--- src/rtl/render_pkg.sv ---
// Types and constants shared by the renderer blocks: line drawer state,
// coordinate width, and the op-codes the render controller already decodes.
package render_pkg;

    localparam int COORD_W = 10;

    typedef enum logic [1:0] {
        IDLE   = 2'd0,
        ACTIVE = 2'd1,
        DONE   = 2'd2
    } line_state_t;

    localparam logic [3:0] OP_NOP   = 4'h0;
    localparam logic [3:0] OP_CLEAR = 4'h1;
    localparam logic [3:0] OP_LINE  = 4'h2;
    localparam logic [3:0] OP_FLUSH = 4'h3;

endpackage

--- src/rtl/line_drawer_if.sv ---
// Controller-to-line-drawer bundle: endpoint load and step request in,
// registered pixel stream with done flag out.
interface line_drawer_if
    import render_pkg::*;
#(
    parameter int W = COORD_W
);
    logic         set_new;
    logic         draw_enable;
    logic [W-1:0] x0;
    logic [W-1:0] y0;
    logic [W-1:0] x1;
    logic [W-1:0] y1;
    logic [W-1:0] pix_x;
    logic [W-1:0] pix_y;
    logic         pix_valid;
    logic         done;

    modport master (
        output set_new, draw_enable, x0, y0, x1, y1,
        input  pix_x, pix_y, pix_valid, done
    );

    modport slave (
        input  set_new, draw_enable, x0, y0, x1, y1,
        output pix_x, pix_y, pix_valid, done
    );
endinterface

--- src/rtl/bresenham_step.sv ---
// One combinational Bresenham iteration: given the error term and the current
// point, produce the next error term and point. Both axes may move together.
module bresenham_step
    import render_pkg::*;
#(
    parameter int W = COORD_W
) (
    input  logic signed [W+1:0] err,
    input  logic signed [W+1:0] dx,
    input  logic signed [W+1:0] dy,
    input  logic signed [1:0]   sx,
    input  logic signed [1:0]   sy,
    input  logic [W-1:0]        x,
    input  logic [W-1:0]        y,
    output logic signed [W+1:0] err_next,
    output logic [W-1:0]        x_next,
    output logic [W-1:0]        y_next
);
    logic signed [W+2:0] e2;
    logic signed [W+2:0] dx_ext;
    logic signed [W+2:0] dy_ext;
    logic                step_x;
    logic                step_y;

    always_comb begin
        e2     = $signed({err, 1'b0});
        dx_ext = $signed({dx[W+1], dx});
        dy_ext = $signed({dy[W+1], dy});
        step_x = (e2 >= dy_ext);
        step_y = (e2 <= dx_ext);

        err_next = err;
        if (step_x) begin
            err_next = err_next + dy;
        end
        if (step_y) begin
            err_next = err_next + dx;
        end

        // +/-1 step as modulo add; the point stays inside the endpoint box.
        x_next = step_x ? x + {{(W-2){sx[1]}}, sx} : x;
        y_next = step_y ? y + {{(W-2){sy[1]}}, sy} : y;
    end
endmodule

--- src/rtl/line_drawer.sv ---
// Bresenham pixel generator: latches endpoints on set_new, emits one pixel per
// draw_enable, and flags done together with the far endpoint.
module line_drawer
    import render_pkg::*;
#(
    parameter int W = COORD_W
) (
    input  logic          clk,
    input  logic          rst,
    line_drawer_if.slave  bus
);
    line_state_t         state_q, state_d;
    logic signed [W+1:0] err_q, err_d;
    logic signed [W+1:0] dx_q, dx_d;
    logic signed [W+1:0] dy_q, dy_d;
    logic signed [1:0]   sx_q, sx_d;
    logic signed [1:0]   sy_q, sy_d;
    logic [W-1:0]        x_q, x_d;
    logic [W-1:0]        y_q, y_d;
    logic [W-1:0]        xe_q, xe_d;
    logic [W-1:0]        ye_q, ye_d;
    logic                valid_q, valid_d;
    logic                done_q, done_d;

    logic [W-1:0]        abs_x;
    logic [W-1:0]        abs_y;
    logic signed [W+1:0] err_step;
    logic [W-1:0]        x_step;
    logic [W-1:0]        y_step;

    assign abs_x = (bus.x1 >= bus.x0) ? bus.x1 - bus.x0 : bus.x0 - bus.x1;
    assign abs_y = (bus.y1 >= bus.y0) ? bus.y1 - bus.y0 : bus.y0 - bus.y1;

    bresenham_step #(.W(W)) u_step (
        .err      (err_q),
        .dx       (dx_q),
        .dy       (dy_q),
        .sx       (sx_q),
        .sy       (sy_q),
        .x        (x_q),
        .y        (y_q),
        .err_next (err_step),
        .x_next   (x_step),
        .y_next   (y_step)
    );

    always_comb begin
        state_d = state_q;
        err_d   = err_q;
        dx_d    = dx_q;
        dy_d    = dy_q;
        sx_d    = sx_q;
        sy_d    = sy_q;
        x_d     = x_q;
        y_d     = y_q;
        xe_d    = xe_q;
        ye_d    = ye_q;
        valid_d = 1'b0;
        done_d  = done_q;

        // A new line wins over stepping and discards any line in progress.
        if (bus.set_new) begin
            dx_d    = $signed({2'b00, abs_x});
            dy_d    = -$signed({2'b00, abs_y});
            err_d   = $signed({2'b00, abs_x}) - $signed({2'b00, abs_y});
            sx_d    = (bus.x1 >= bus.x0) ? 2'sd1 : -2'sd1;
            sy_d    = (bus.y1 >= bus.y0) ? 2'sd1 : -2'sd1;
            x_d     = bus.x0;
            y_d     = bus.y0;
            xe_d    = bus.x1;
            ye_d    = bus.y1;
            valid_d = bus.draw_enable;
            done_d  = (bus.x0 == bus.x1) && (bus.y0 == bus.y1);
            state_d = done_d ? DONE : ACTIVE;
        end else if (bus.draw_enable && state_q == ACTIVE) begin
            err_d   = err_step;
            x_d     = x_step;
            y_d     = y_step;
            valid_d = 1'b1;
            if (x_step == xe_q && y_step == ye_q) begin
                done_d  = 1'b1;
                state_d = DONE;
            end
        end
    end

    always_ff @(posedge clk) begin
        if (rst) begin
            state_q <= IDLE;
            err_q   <= '0;
            dx_q    <= '0;
            dy_q    <= '0;
            sx_q    <= '0;
            sy_q    <= '0;
            x_q     <= '0;
            y_q     <= '0;
            xe_q    <= '0;
            ye_q    <= '0;
            valid_q <= 1'b0;
            done_q  <= 1'b0;
        end else begin
            state_q <= state_d;
            err_q   <= err_d;
            dx_q    <= dx_d;
            dy_q    <= dy_d;
            sx_q    <= sx_d;
            sy_q    <= sy_d;
            x_q     <= x_d;
            y_q     <= y_d;
            xe_q    <= xe_d;
            ye_q    <= ye_d;
            valid_q <= valid_d;
            done_q  <= done_d;
        end
    end

    assign bus.pix_x     = x_q;
    assign bus.pix_y     = y_q;
    assign bus.pix_valid = valid_q;
    assign bus.done      = done_q;
endmodule

--- src/flat_wrapper.sv ---
// flat-port wrapper written by rule: the top's interface ports become plain ports
module line_drawer_flat import render_pkg::*;
#(
    parameter int W = COORD_W
)
  (clk, rst, bus_set_new, bus_draw_enable, bus_x0, bus_y0, bus_x1, bus_y1, bus_pix_x, bus_pix_y, bus_pix_valid, bus_done);
  line_drawer_if #(.W(W)) bus_i ();
  input  logic clk;
  input  logic rst;
  input wire logic [$bits(bus_i.set_new)-1:0] bus_set_new;
  input wire logic [$bits(bus_i.draw_enable)-1:0] bus_draw_enable;
  input wire logic [$bits(bus_i.x0)-1:0] bus_x0;
  input wire logic [$bits(bus_i.y0)-1:0] bus_y0;
  input wire logic [$bits(bus_i.x1)-1:0] bus_x1;
  input wire logic [$bits(bus_i.y1)-1:0] bus_y1;
  output wire logic [$bits(bus_i.pix_x)-1:0] bus_pix_x;
  output wire logic [$bits(bus_i.pix_y)-1:0] bus_pix_y;
  output wire logic [$bits(bus_i.pix_valid)-1:0] bus_pix_valid;
  output wire logic [$bits(bus_i.done)-1:0] bus_done;
  assign bus_i.set_new = bus_set_new;
  assign bus_i.draw_enable = bus_draw_enable;
  assign bus_i.x0 = bus_x0;
  assign bus_i.y0 = bus_y0;
  assign bus_i.x1 = bus_x1;
  assign bus_i.y1 = bus_y1;
  assign bus_pix_x = bus_i.pix_x;
  assign bus_pix_y = bus_i.pix_y;
  assign bus_pix_valid = bus_i.pix_valid;
  assign bus_done = bus_i.done;
  line_drawer #(.W(W)) u_core (.clk(clk), .rst(rst), .bus(bus_i));
endmodule
--- config.mk ---
export PLATFORM = sky130hd
export DESIGN_NAME = line_drawer_flat
export DESIGN_NICKNAME = d
export VERILOG_FILES = /design/src/rtl/render_pkg.sv /design/src/rtl/line_drawer_if.sv /design/src/rtl/bresenham_step.sv /design/src/rtl/line_drawer.sv /design/src/flat_wrapper.sv
export SDC_FILE = /design/constraint.sdc
export NUM_CORES = 1
export LEC_CHECK = 0
export ABC_CLOCK_PERIOD_IN_PS = 16500
export CAP_MARGIN = 20
export CELL_PAD_IN_SITES_DETAIL_PLACEMENT = 1
export CELL_PAD_IN_SITES_GLOBAL_PLACEMENT = 1
export CORE_MARGIN = 3
export CORE_UTILIZATION = 30
export DETAILED_ROUTE_END_ITERATION = 10
export PLACE_DENSITY = 0.62
export SETUP_SLACK_MARGIN = 0.1
export SKIP_CTS_REPAIR_TIMING = 1
export SLEW_MARGIN = 20
export SYNTH_ARGS = -nofsm -noshare
export SYNTH_HDL_FRONTEND = slang
export SYNTH_SLANG_ARGS = --single-unit
export TNS_END_PERCENT = 30
--- constraint.sdc ---
create_clock -name clk -period 16.5 [get_ports clk]
set_input_delay 4.125 -clock clk [delete_from_list [all_inputs] [get_ports clk]]
set_output_delay 4.125 -clock clk [all_outputs]
set_load 0.02 [all_outputs]
==> metrics.json, run 1 <==
{
  "outcome": {
    "status": "finished, final reports clean"
  },
  "synth": {
    "yosysTopAreaCell": "sky130_fd_sc_hd__dfxtp_1",
    "synth.yosys.warnings": 0,
    "synth_sequential_area_ratio_pct": 18.9,
    "post_synth_inst_count": 1094,
    "synth.distinct_cells": 70,
    "synthesis.area_per_instance_um2": 7.74,
    "synth_ff_type": "sky130_fd_sc_hd__dfxtp_1",
    "yosys-top-cells-area": "sky130_fd_sc_hd__dfxtp_1 (19%), sky130_fd_sc_hd__ha_1 (16%), sky130_fd_sc_hd__mux2i_1 (5.3%)",
    "synth.net_count": 1257,
    "postSynthRegisterBits": 80,
    "synth_top_cell_area_share_pct": 18.9,
    "synth-async-reset-ratio_pct": 0,
    "number_of_synthesized_flops_with_an_enable_pin": 0,
    "netlist_area_mm2": 0.00846
  },
  "worst_setup_path": {
    "critical_path_arrival_ps": 9500,
    "cp_slowest_cell": "sky130_fd_sc_hd__a41oi_2",
    "worst_setup_path_end_kind": "flip-flop",
    "timing.rr.end": "u_core.err_q[10]",
    "list_of_cells_traversed_by_the_critical_path": "clkdlybuf4s50_1, inv_1, ha_1, inv_1, fa_1, a21o_1, a21o_1, a2111oi_0, nor3_1, a41oi_2, mux2i_1, xnor2_1, ha_1, nor2b_1, o21ai_0, a21oi_1, o21ai_0, a21o_1, a21boi_0, o21ai_0, a31oi_1, a311oi_1",
    "critical_path_buf_inv_count": 3,
    "setup.worst_path.start_class": "input pin",
    "worst-path-max-fanout": 17,
    "timing.critical_path.max_delay_family": "compound AO/OA/AOI/OAI gates",
    "crit_required_ps": 16760,
    "worst_r2r_startpoint": "u_core.err_q[10]",
    "r2r_slack_ps": 11670,
    "timing.critical_path.slowest_cell_delay_ps": 790,
    "worst_r2r_path_depth": 16,
    "setup.worst_path.class": "in -> reg"
  },
  "cts": {
    "clock-sinks": 80,
    "cts-buffers-inserted": 9,
    "cts-root-buf": "sky130_fd_sc_hd__clkbuf_16",
    "tritoncts": "done",
    "clk_latency_ps": 350,
    "htree_levels": 3,
    "clock_path_buffers": 2,
    "clk_pin_slew_worst_paths_ps": 70
  },
  "sta": {
    "slew_headroom_pct": 36.7,
    "setup_viol": 0,
    "rsz0062_at_grt": "no",
    "worst_slew_pin_tran_ps": 943,
    "finalHoldViolCount": 0,
    "max_clock_freq_mhz": 108,
    "post-route-period-util_pct": 56.0,
    "fin_worst_skew_ps": 11.7,
    "drv_slew": 0,
    "period_minus_slack_ps": 9240,
    "setup-tns-final_ps": 0
  },
  "detailed_routing": {
    "routed_wirelength_mm": 28.3,
    "detailed_routing_iteration_count_for_the_pre_antenna_repair_pass": 4,
    "vias": 7906,
    "drcViolationCount": 0,
    "remaining_number_of_nets_flagged_by_the_antenna_check_after_routing": 0,
    "via_per_inst": 5.23,
    "detailedRoute.firstIterationViolations": 280,
    "detail_route.wl_per_cell_um": 18.7
  },
  "pwr": {
    "power_per_cell_area_mw_per_mm2": 117,
    "vdd.ir_drop.worst_uv": 54.2,
    "power.share.switching_pct": 46.8,
    "share_comb_of_total_power_pct": 59.7,
    "netSwitchingPower_w": 0.000533,
    "p_leak_nw": 4.34,
    "clockPowerShare_pct": 18.0,
    "fin_total_pwr_w": 0.00114,
    "power.internal_w": 0.000607,
    "share_seq_of_total_power_pct": 22.3
  },
  "place": {
    "place.gp.congestion": 0.850,
    "port_buffers": 65,
    "half_perimeter_wire_length_after_detailed_placement_mm": 22.6
  },
  "finish": {
    "filler_cell_count": 3372,
    "antenna_cells_inserted": 0,
    "post_route_cells_drive_above_1_share_pct": 3.77,
    "num-nets-final": 1298,
    "area_delta_synth_final_pct": 15.1
  },
  "global_routing": {
    "antenna_found_initial": 0,
    "pin_count_of_the_biggest_net_entering_global_routing": 75,
    "first_pass_grt_wire_length_mm": 45.6,
    "grt_use_total_pct": 18.7,
    "grt_overflow": 0,
    "grt_pass1_vias": 8150
  },
  "die": {
    "core_area_mm2": 0.0273,
    "rows": 60,
    "number_of_ports_placed_on_the_die_boundary": 66,
    "initial_standard_cell_utilization_of_the_core_pct": 31.0,
    "die_area_mm2": 0.0303,
    "die_h_um": 174,
    "dieWidth_um": 174
  },
  "min_path": {
    "hold_path.startpoint": "u_core.dy_q[11]",
    "hold_path_depth": 2,
    "min_delay_worst_endpoint": "u_core.dy_q[11]",
    "hold_path_class": "reg -> reg"
  },
  "run": {
    "max-cap-violations": 0
  }
}
-- worst max path at each step --
| stage | start | to | slack, ps | cells after the start |
|---|---|---|---|---|
| global placement | bus_x0[0] | u_core.err_q[10] | 7110 | 21 |
| floorplan | bus_x1[0] | u_core.err_q[10] | 8290 | 22 |
| global route | bus_x0[0] | u_core.err_q[10] | 6760 | 21 |
| detailed placement | bus_x1[0] | u_core.err_q[10] | 6980 | 22 |
| finish | bus_x1[0] | u_core.err_q[10] | 7260 | 22 |
| CTS | bus_x1[0] | u_core.err_q[10] | 7300 | 22 |
-- final cells by class --
| cell class | instances | area (um^2) | area share [%] |
|---|---|---|---|
| Sequential cell | 80 | 1600 | 16.4 |
| Timing Repair Buffer | 72 | 696 | 7.14 |
| Multi-Input combinational cell | 860 | 6270 | 64.4 |
| Inverter | 112 | 420 | 4.31 |
| Clock inverter | 6 | 51.3 | 0.526 |
| Tap cell | 372 | 465 | 4.78 |
| Clock buffer | 10 | 239 | 2.45 |
-- power groups by stage --
stage                     Sequential [W]  Clock [W]  Combinational [W]
after floorplan                 0.000248          0           0.000492
after global placement          0.000259          0           0.000668
after detailed placement        0.000259          0           0.000679
after CTS                       0.000255   0.000212           0.000685
after global routing            0.000259   0.000217           0.000767
final                           0.000255   0.000205           0.000680
-- synthesized netlist by cell type, types with 6 or more instances --
cell type                  number
sky130_fd_sc_hd__a31oi_1       10
sky130_fd_sc_hd__mux2_2         9
sky130_fd_sc_hd__xnor2_1       48
sky130_fd_sc_hd__o21bai_1       7
sky130_fd_sc_hd__dfxtp_1       80
sky130_fd_sc_hd__o22ai_1        6
sky130_fd_sc_hd__mux2i_1       45
sky130_fd_sc_hd__nor2_1       116
sky130_fd_sc_hd__a21oi_1       56
sky130_fd_sc_hd__a21o_1        23
sky130_fd_sc_hd__a211oi_1      36
sky130_fd_sc_hd__nand4_1       13
sky130_fd_sc_hd__fa_1           9
sky130_fd_sc_hd__nor3_1        29
sky130_fd_sc_hd__inv_1        112
sky130_fd_sc_hd__and3_1        14
sky130_fd_sc_hd__nand3_1       27
sky130_fd_sc_hd__nand2b_1       9
sky130_fd_sc_hd__nor2b_1       18
sky130_fd_sc_hd__ha_1         110
sky130_fd_sc_hd__o21ai_0       51
sky130_fd_sc_hd__clkbuf_1      35
sky130_fd_sc_hd__or3_1          7
sky130_fd_sc_hd__nand3b_1       8
sky130_fd_sc_hd__xor2_1        26
sky130_fd_sc_hd__a41oi_1        6
sky130_fd_sc_hd__o211ai_1       8
sky130_fd_sc_hd__nand2_1       80
-- metal layers --
layer	wire length (um)	track usage (%)
met1	14300	26.2
met2	13100	30.9
met3	438	1.42
met4	500	5.03
met5	0	0
-- placed cells by master (no fill, tap or decap), drive strengths merged, types with 6 or more instances in the layout --
master / Yosys / final
inv: 112 / 115
clkdlybuf4s50: 0 / 63
a211oi: 36 / 36
dfxtp: 80 / 80
and3: 14 / 14
xnor2: 48 / 48
clkbuf: 35 / 10
nand2: 80 / 80
o21ai: 51 / 51
a21o: 23 / 23
a21oi: 57 / 57
xor2: 26 / 26
or3: 7 / 7
a41oi: 7 / 7
nor3: 29 / 29
o22ai: 6 / 6
o211ai: 8 / 8
nand3: 27 / 27
mux2: 10 / 10
nand3b: 8 / 8
nor2b: 18 / 18
nand2b: 9 / 9
a31oi: 10 / 10
o21bai: 7 / 7
nand4: 13 / 13
buf: 7 / 9
mux2i: 45 / 45
nor2: 116 / 116
ha: 110 / 110
fa: 9 / 9
-- worst register-to-register path, stage by stage, from the launching register on --
cell	delay (ps)
sky130_fd_sc_hd__dfxtp_1	480
sky130_fd_sc_hd__ha_1	330
sky130_fd_sc_hd__a211oi_1	290
sky130_fd_sc_hd__nand2_1	100
sky130_fd_sc_hd__nor3_1	300
sky130_fd_sc_hd__a21o_1	570
sky130_fd_sc_hd__o21ai_0	330
sky130_fd_sc_hd__fa_1	500
sky130_fd_sc_hd__a21o_1	190
sky130_fd_sc_hd__a21oi_1	230
sky130_fd_sc_hd__o21bai_1	90
sky130_fd_sc_hd__a21oi_1	320
sky130_fd_sc_hd__o21ai_0	230
sky130_fd_sc_hd__a211o_1	330
sky130_fd_sc_hd__o211ai_1	110
sky130_fd_sc_hd__nand3_1	110
sky130_fd_sc_hd__a311oi_1	250
-- through the flow --
step / hold WS, ps / cell area [um^2] / util [%] / setup WS [ps] / cells
4_1_cts: 502 / 9740 / 35.7 / 7300 / 1512
3_5_place_dp: 492 / 9450 / 34.6 / 6980 / 1496
6_report: 495 / 9740 / 35.7 / 7260 / 1512
5_1_grt: 530 / 9740 / 35.7 / 6760 / 1512
3_3_place_gp: 485 / 9450 / 34.6 / 7110 / 1496
2_1_floorplan: 463 / 8460 / - / 8290 / 1094
-- state kept, by name, indices dropped and copies added, names as in the netlist --
| name | count |
|---|---|
| u_core.sy_q | 2 |
| u_core.xe_q | 10 |
| u_core.sx_q | 1 |
| u_core.ye_q | 10 |
| u_core.bus.pix_y | 10 |
| u_core.dy_q | 12 |
| u_core.dx_q | 10 |
| u_core.bus.pix_valid | 1 |
| u_core.state_q | 1 |
| u_core.bus.done | 1 |
| u_core.bus.pix_x | 10 |
| u_core.err_q | 12 |
-- cell families after synthesis --
group / Yosys count / synth area share (%)
muxes: 55 / 6.65
adders and majority gates: 119 / 18.4
and+or+nand+nor: 341 / 19.1
AOI/OAI and AO/OA: 269 / 21.7
DFF: 80 / 18.9
xor gates and xnor gates: 76 / 8.19
buffers and inverters: 154 / 7.02
No activity file was read; power rests on OpenSTA's default activity.
==> run 2, diff against run 1 <==
ABC_CLOCK_PERIOD_IN_PS = 8800   (was 16500)
clock period = 8.8 ns   (was 16.5 ns; I/O delays follow)
==> metrics.json, run 2 (synthesized netlist as in run 1, its figures left out) <==
{
  "outcome": {
    "status": "finished, final reports clean"
  },
  "global_routing": {
    "grt_use_total": {"value": 18.7, "unit": "%", "change": "-0.025 points"},
    "first_pass_grt_wire_length": {"value": 45.5, "unit": "mm", "change": "-0.16%"},
    "grt_pass1_vias": {"value": 8191, "change": "+0.50%"},
    "antenna_found_initial": {"value": 0, "change": "unchanged"},
    "grt_overflow": {"value": 0, "change": "unchanged"},
    "pin_count_of_the_biggest_net_entering_global_routing": {"value": 75, "change": "unchanged"}
  },
  "die": {
    "initial_standard_cell_utilization_of_the_core": {"value": 31.0, "unit": "%", "change": "unchanged"},
    "core_area": {"value": 0.0273, "unit": "mm^2", "change": "unchanged"},
    "rows": {"value": 60, "change": "unchanged"},
    "die_h": {"value": 174, "unit": "um", "change": "unchanged"},
    "die_area": {"value": 0.0303, "unit": "mm^2", "change": "unchanged"},
    "dieWidth": {"value": 174, "unit": "um", "change": "unchanged"},
    "number_of_ports_placed_on_the_die_boundary": {"value": 66, "change": "unchanged"}
  },
  "sta": {
    "post-route-period-util_pct": 82.9,
    "slew_headroom": {"value": 37.4, "unit": "%", "change": "+0.67 points"},
    "setup_viol": {"value": 0, "change": "unchanged"},
    "worst_slew_pin_tran": {"value": 939, "unit": "ps", "change": "-3.21 ps"},
    "rsz0062_at_grt": "no",
    "setup-tns-final": {"value": 0, "unit": "ps", "change": "unchanged"},
    "fin_hold_ws": {"value": 486, "unit": "ps", "change": "-9.60 ps"},
    "period_minus_slack_ps": 7300,
    "drv_slew": {"value": 0, "change": "unchanged"},
    "finalHoldViolCount": {"value": 0, "change": "unchanged"},
    "max_clock_freq_mhz": 137,
    "fin_worst_skew": {"value": 10.7, "unit": "ps", "change": "-1.02 ps"}
  },
  "pwr": {
    "share_seq_of_total_power": {"value": 22.3, "unit": "%", "change": "about the same"},
    "power.share.switching": {"value": 46.9, "unit": "%", "change": "+0.086 points"},
    "share_comb_of_total_power": {"value": 59.8, "unit": "%", "change": "about the same"},
    "vdd.ir_drop.worst": {"value": 83.4, "unit": "uV", "change": "+54%"},
    "clockPowerShare": {"value": 18.0, "unit": "%", "change": "about the same"},
    "netSwitchingPower": {"value": 0.00100, "unit": "W", "change": "+88%"},
    "p_leak": {"value": 4.34, "unit": "nW", "change": "+0.11%"},
    "power_per_cell_area": {"value": 220, "unit": "mW/mm^2", "change": "+88%"},
    "power.internal": {"value": 0.00114, "unit": "W", "change": "+88%"}
  },
  "finish": {
    "area_delta_synth_final": {"value": 15.2, "unit": "%", "change": "about the same"},
    "antenna_cells_inserted": {"value": 0, "change": "unchanged"},
    "filler_cell_count": {"value": 3373, "change": "+0.030%"},
    "utilization": {"value": 35.7, "unit": "%", "change": "about the same"},
    "layout.cells.most_common": "sky130_fd_sc_hd__nor2_1",
    "num-nets-final": {"value": 1299, "change": "+0.077%"},
    "biggest_registers_after_layout": "u_core.dy_q: 12 flops, u_core.err_q: 12 flops",
    "post_route_cells_drive_above_1_share": {"value": 3.86, "unit": "%", "change": "+0.084 points"},
    "area.sequential": {"value": 0.00160, "unit": "mm^2", "change": "unchanged"},
    "mostFrequentLayoutCells": "sky130_fd_sc_hd__nor2_1 (116), sky130_fd_sc_hd__inv_1 (112), sky130_fd_sc_hd__ha_1 (110)",
    "multi_input_area": {"value": 0.00627, "unit": "mm^2", "change": "unchanged"}
  },
  "detailed_routing": {
    "detailedRoute.firstIterationViolations": {"value": 334, "change": "+19%"},
    "via_per_inst": {"value": 5.25, "change": "+0.34%"},
    "drcViolationCount": {"value": 0, "change": "unchanged"},
    "detailed_routing_iteration_count_for_the_pre_antenna_repair_pass": {"value": 4, "change": "unchanged"},
    "detail_route.wl_per_cell": {"value": 18.6, "unit": "um", "change": "-0.49%"},
    "remaining_number_of_nets_flagged_by_the_antenna_check_after_routing": {"value": 0, "change": "unchanged"},
    "vias": {"value": 7938, "change": "+0.40%"},
    "routed_wirelength": {"value": 28.2, "unit": "mm", "change": "-0.42%"}
  },
  "cts": {
    "clk_latency": {"value": 360, "unit": "ps", "change": "about the same"},
    "cts-root-buf": "sky130_fd_sc_hd__clkbuf_16",
    "cts-buffers-inserted": {"value": 9, "change": "unchanged"},
    "clock-sinks": {"value": 80, "change": "unchanged"},
    "tritoncts": "done",
    "htree_levels": {"value": 3, "change": "unchanged"},
    "clk_pin_slew_worst_paths": {"value": 70, "unit": "ps", "change": "about the same"},
    "clock_path_buffers": {"value": 2, "change": "unchanged"}
  },
  "run": {
    "max-cap-violations": {"value": 0, "change": "unchanged"}
  },
  "worst_setup_path": {
    "critical_path_arrival": {"value": 7560, "unit": "ps", "change": "-1940 ps"},
    "cp_slowest_cell": "sky130_fd_sc_hd__a41oi_2",
    "setup.worst_path.start_class": "input pin",
    "timing.critical_path.slowest_cell_delay": {"value": 750, "unit": "ps", "change": "-40 ps"},
    "worst-path-max-fanout": {"value": 17, "change": "unchanged"},
    "setup.worst_path.class": "in -> reg",
    "timing.critical_path.max_delay_family": "compound AO/OA/AOI/OAI gates",
    "worst_setup_path_end_kind": "flip-flop",
    "crit_required": {"value": 9060, "unit": "ps", "change": "-7700 ps"},
    "r2r_slack": {"value": 3940, "unit": "ps", "change": "-7730 ps"},
    "list_of_cells_traversed_by_the_critical_path": "clkdlybuf4s50_1, ha_1, inv_1, fa_1, a21o_1, a21o_1, a2111oi_0, nor3_1, a41oi_2, mux2i_1, xnor2_1, ha_1, nor2b_1, o21ai_0, a21oi_1, o21ai_0, a21o_1, a21boi_0, o21ai_0, a31oi_1, a311oi_1",
    "critical_path_buf_inv_count": {"value": 2, "change": "-1"}
  },
  "place": {
    "place.gp.congestion": {"value": 0.849, "change": "-0.22%"},
    "port_buffers": {"value": 65, "change": "unchanged"},
    "half_perimeter_wire_length_after_detailed_placement": {"value": 22.7, "unit": "mm", "change": "+0.15%"}
  },
  "min_path": {
    "hold_path_class": "reg -> reg"
  }
}
==> run 2: cell count changes in the layout (fill, tap and decap cells not counted), sizes merged <==
cell,before,now
buf,9,10
==> run 2: layer usage <==
metal | wire length, um | vias up | GRT usage [%]
met4 | 477 | 0 | 4.96
met2 | 13200 | 99 | 31.4
met1 | 14000 | 3828 | 25.8
met3 | 534 | 25 | 1.31
li1 | - | 3986 | -
met5 | 0 | - | 0
==> run 2: area by class of cell <==
cell class / count / share of cell area, %
Inverter: 112 / 4.31
Multi-Input combinational cell: 860 / 64.3
Tap cell: 372 / 4.77
Clock buffer: 10 / 2.45
Timing Repair Buffer: 73 / 7.21
Clock inverter: 6 / 0.526
Sequential cell: 80 / 16.4
==> run 2: path summary, 6_finish.rpt <==
kind,start,end,depth (start not counted)
worst min-delay path,u_core.dy_q[11],u_core.dy_q[11],2
worst max register to register,u_core.err_q[10],u_core.err_q[10],16
worst min register to register,u_core.dy_q[11],u_core.dy_q[11],2
worst max-delay path,bus_x0[0],u_core.err_q[10],21
==> run 2: metrics by stage <==
step | setup WS [ps] | total power (W) | instance area (um^2) | instances
global route | 956 | 0.00234 | 9750 | 1513
global placement | 1340 | 0.00174 | 9460 | 1497
floorplan | 2510 | 0.00139 | 8460 | 1094
finish | 1500 | 0.00214 | 9750 | 1513
CTS | 1580 | 0.00216 | 9750 | 1513
detailed placement | 1280 | 0.00176 | 9460 | 1497
==> run 2: tightest hold or removal path: stages (launching register included) <==
cell and delay [ps]:
sky130_fd_sc_hd__dfxtp_1 310, sky130_fd_sc_hd__nor2_1 80, sky130_fd_sc_hd__a211oi_1 50
==> run 2: power by group through the flow <==
stage | Combinational (W) | Sequential (W) | Clock, W
after detailed placement | 0.00128 | 0.000486 | 0
after floorplan | 0.000922 | 0.000465 | 0
after CTS | 0.00129 | 0.000478 | 0.000398
final | 0.00128 | 0.000477 | 0.000386
after global routing | 0.00145 | 0.000485 | 0.000411
after global placement | 0.00125 | 0.000485 | 0
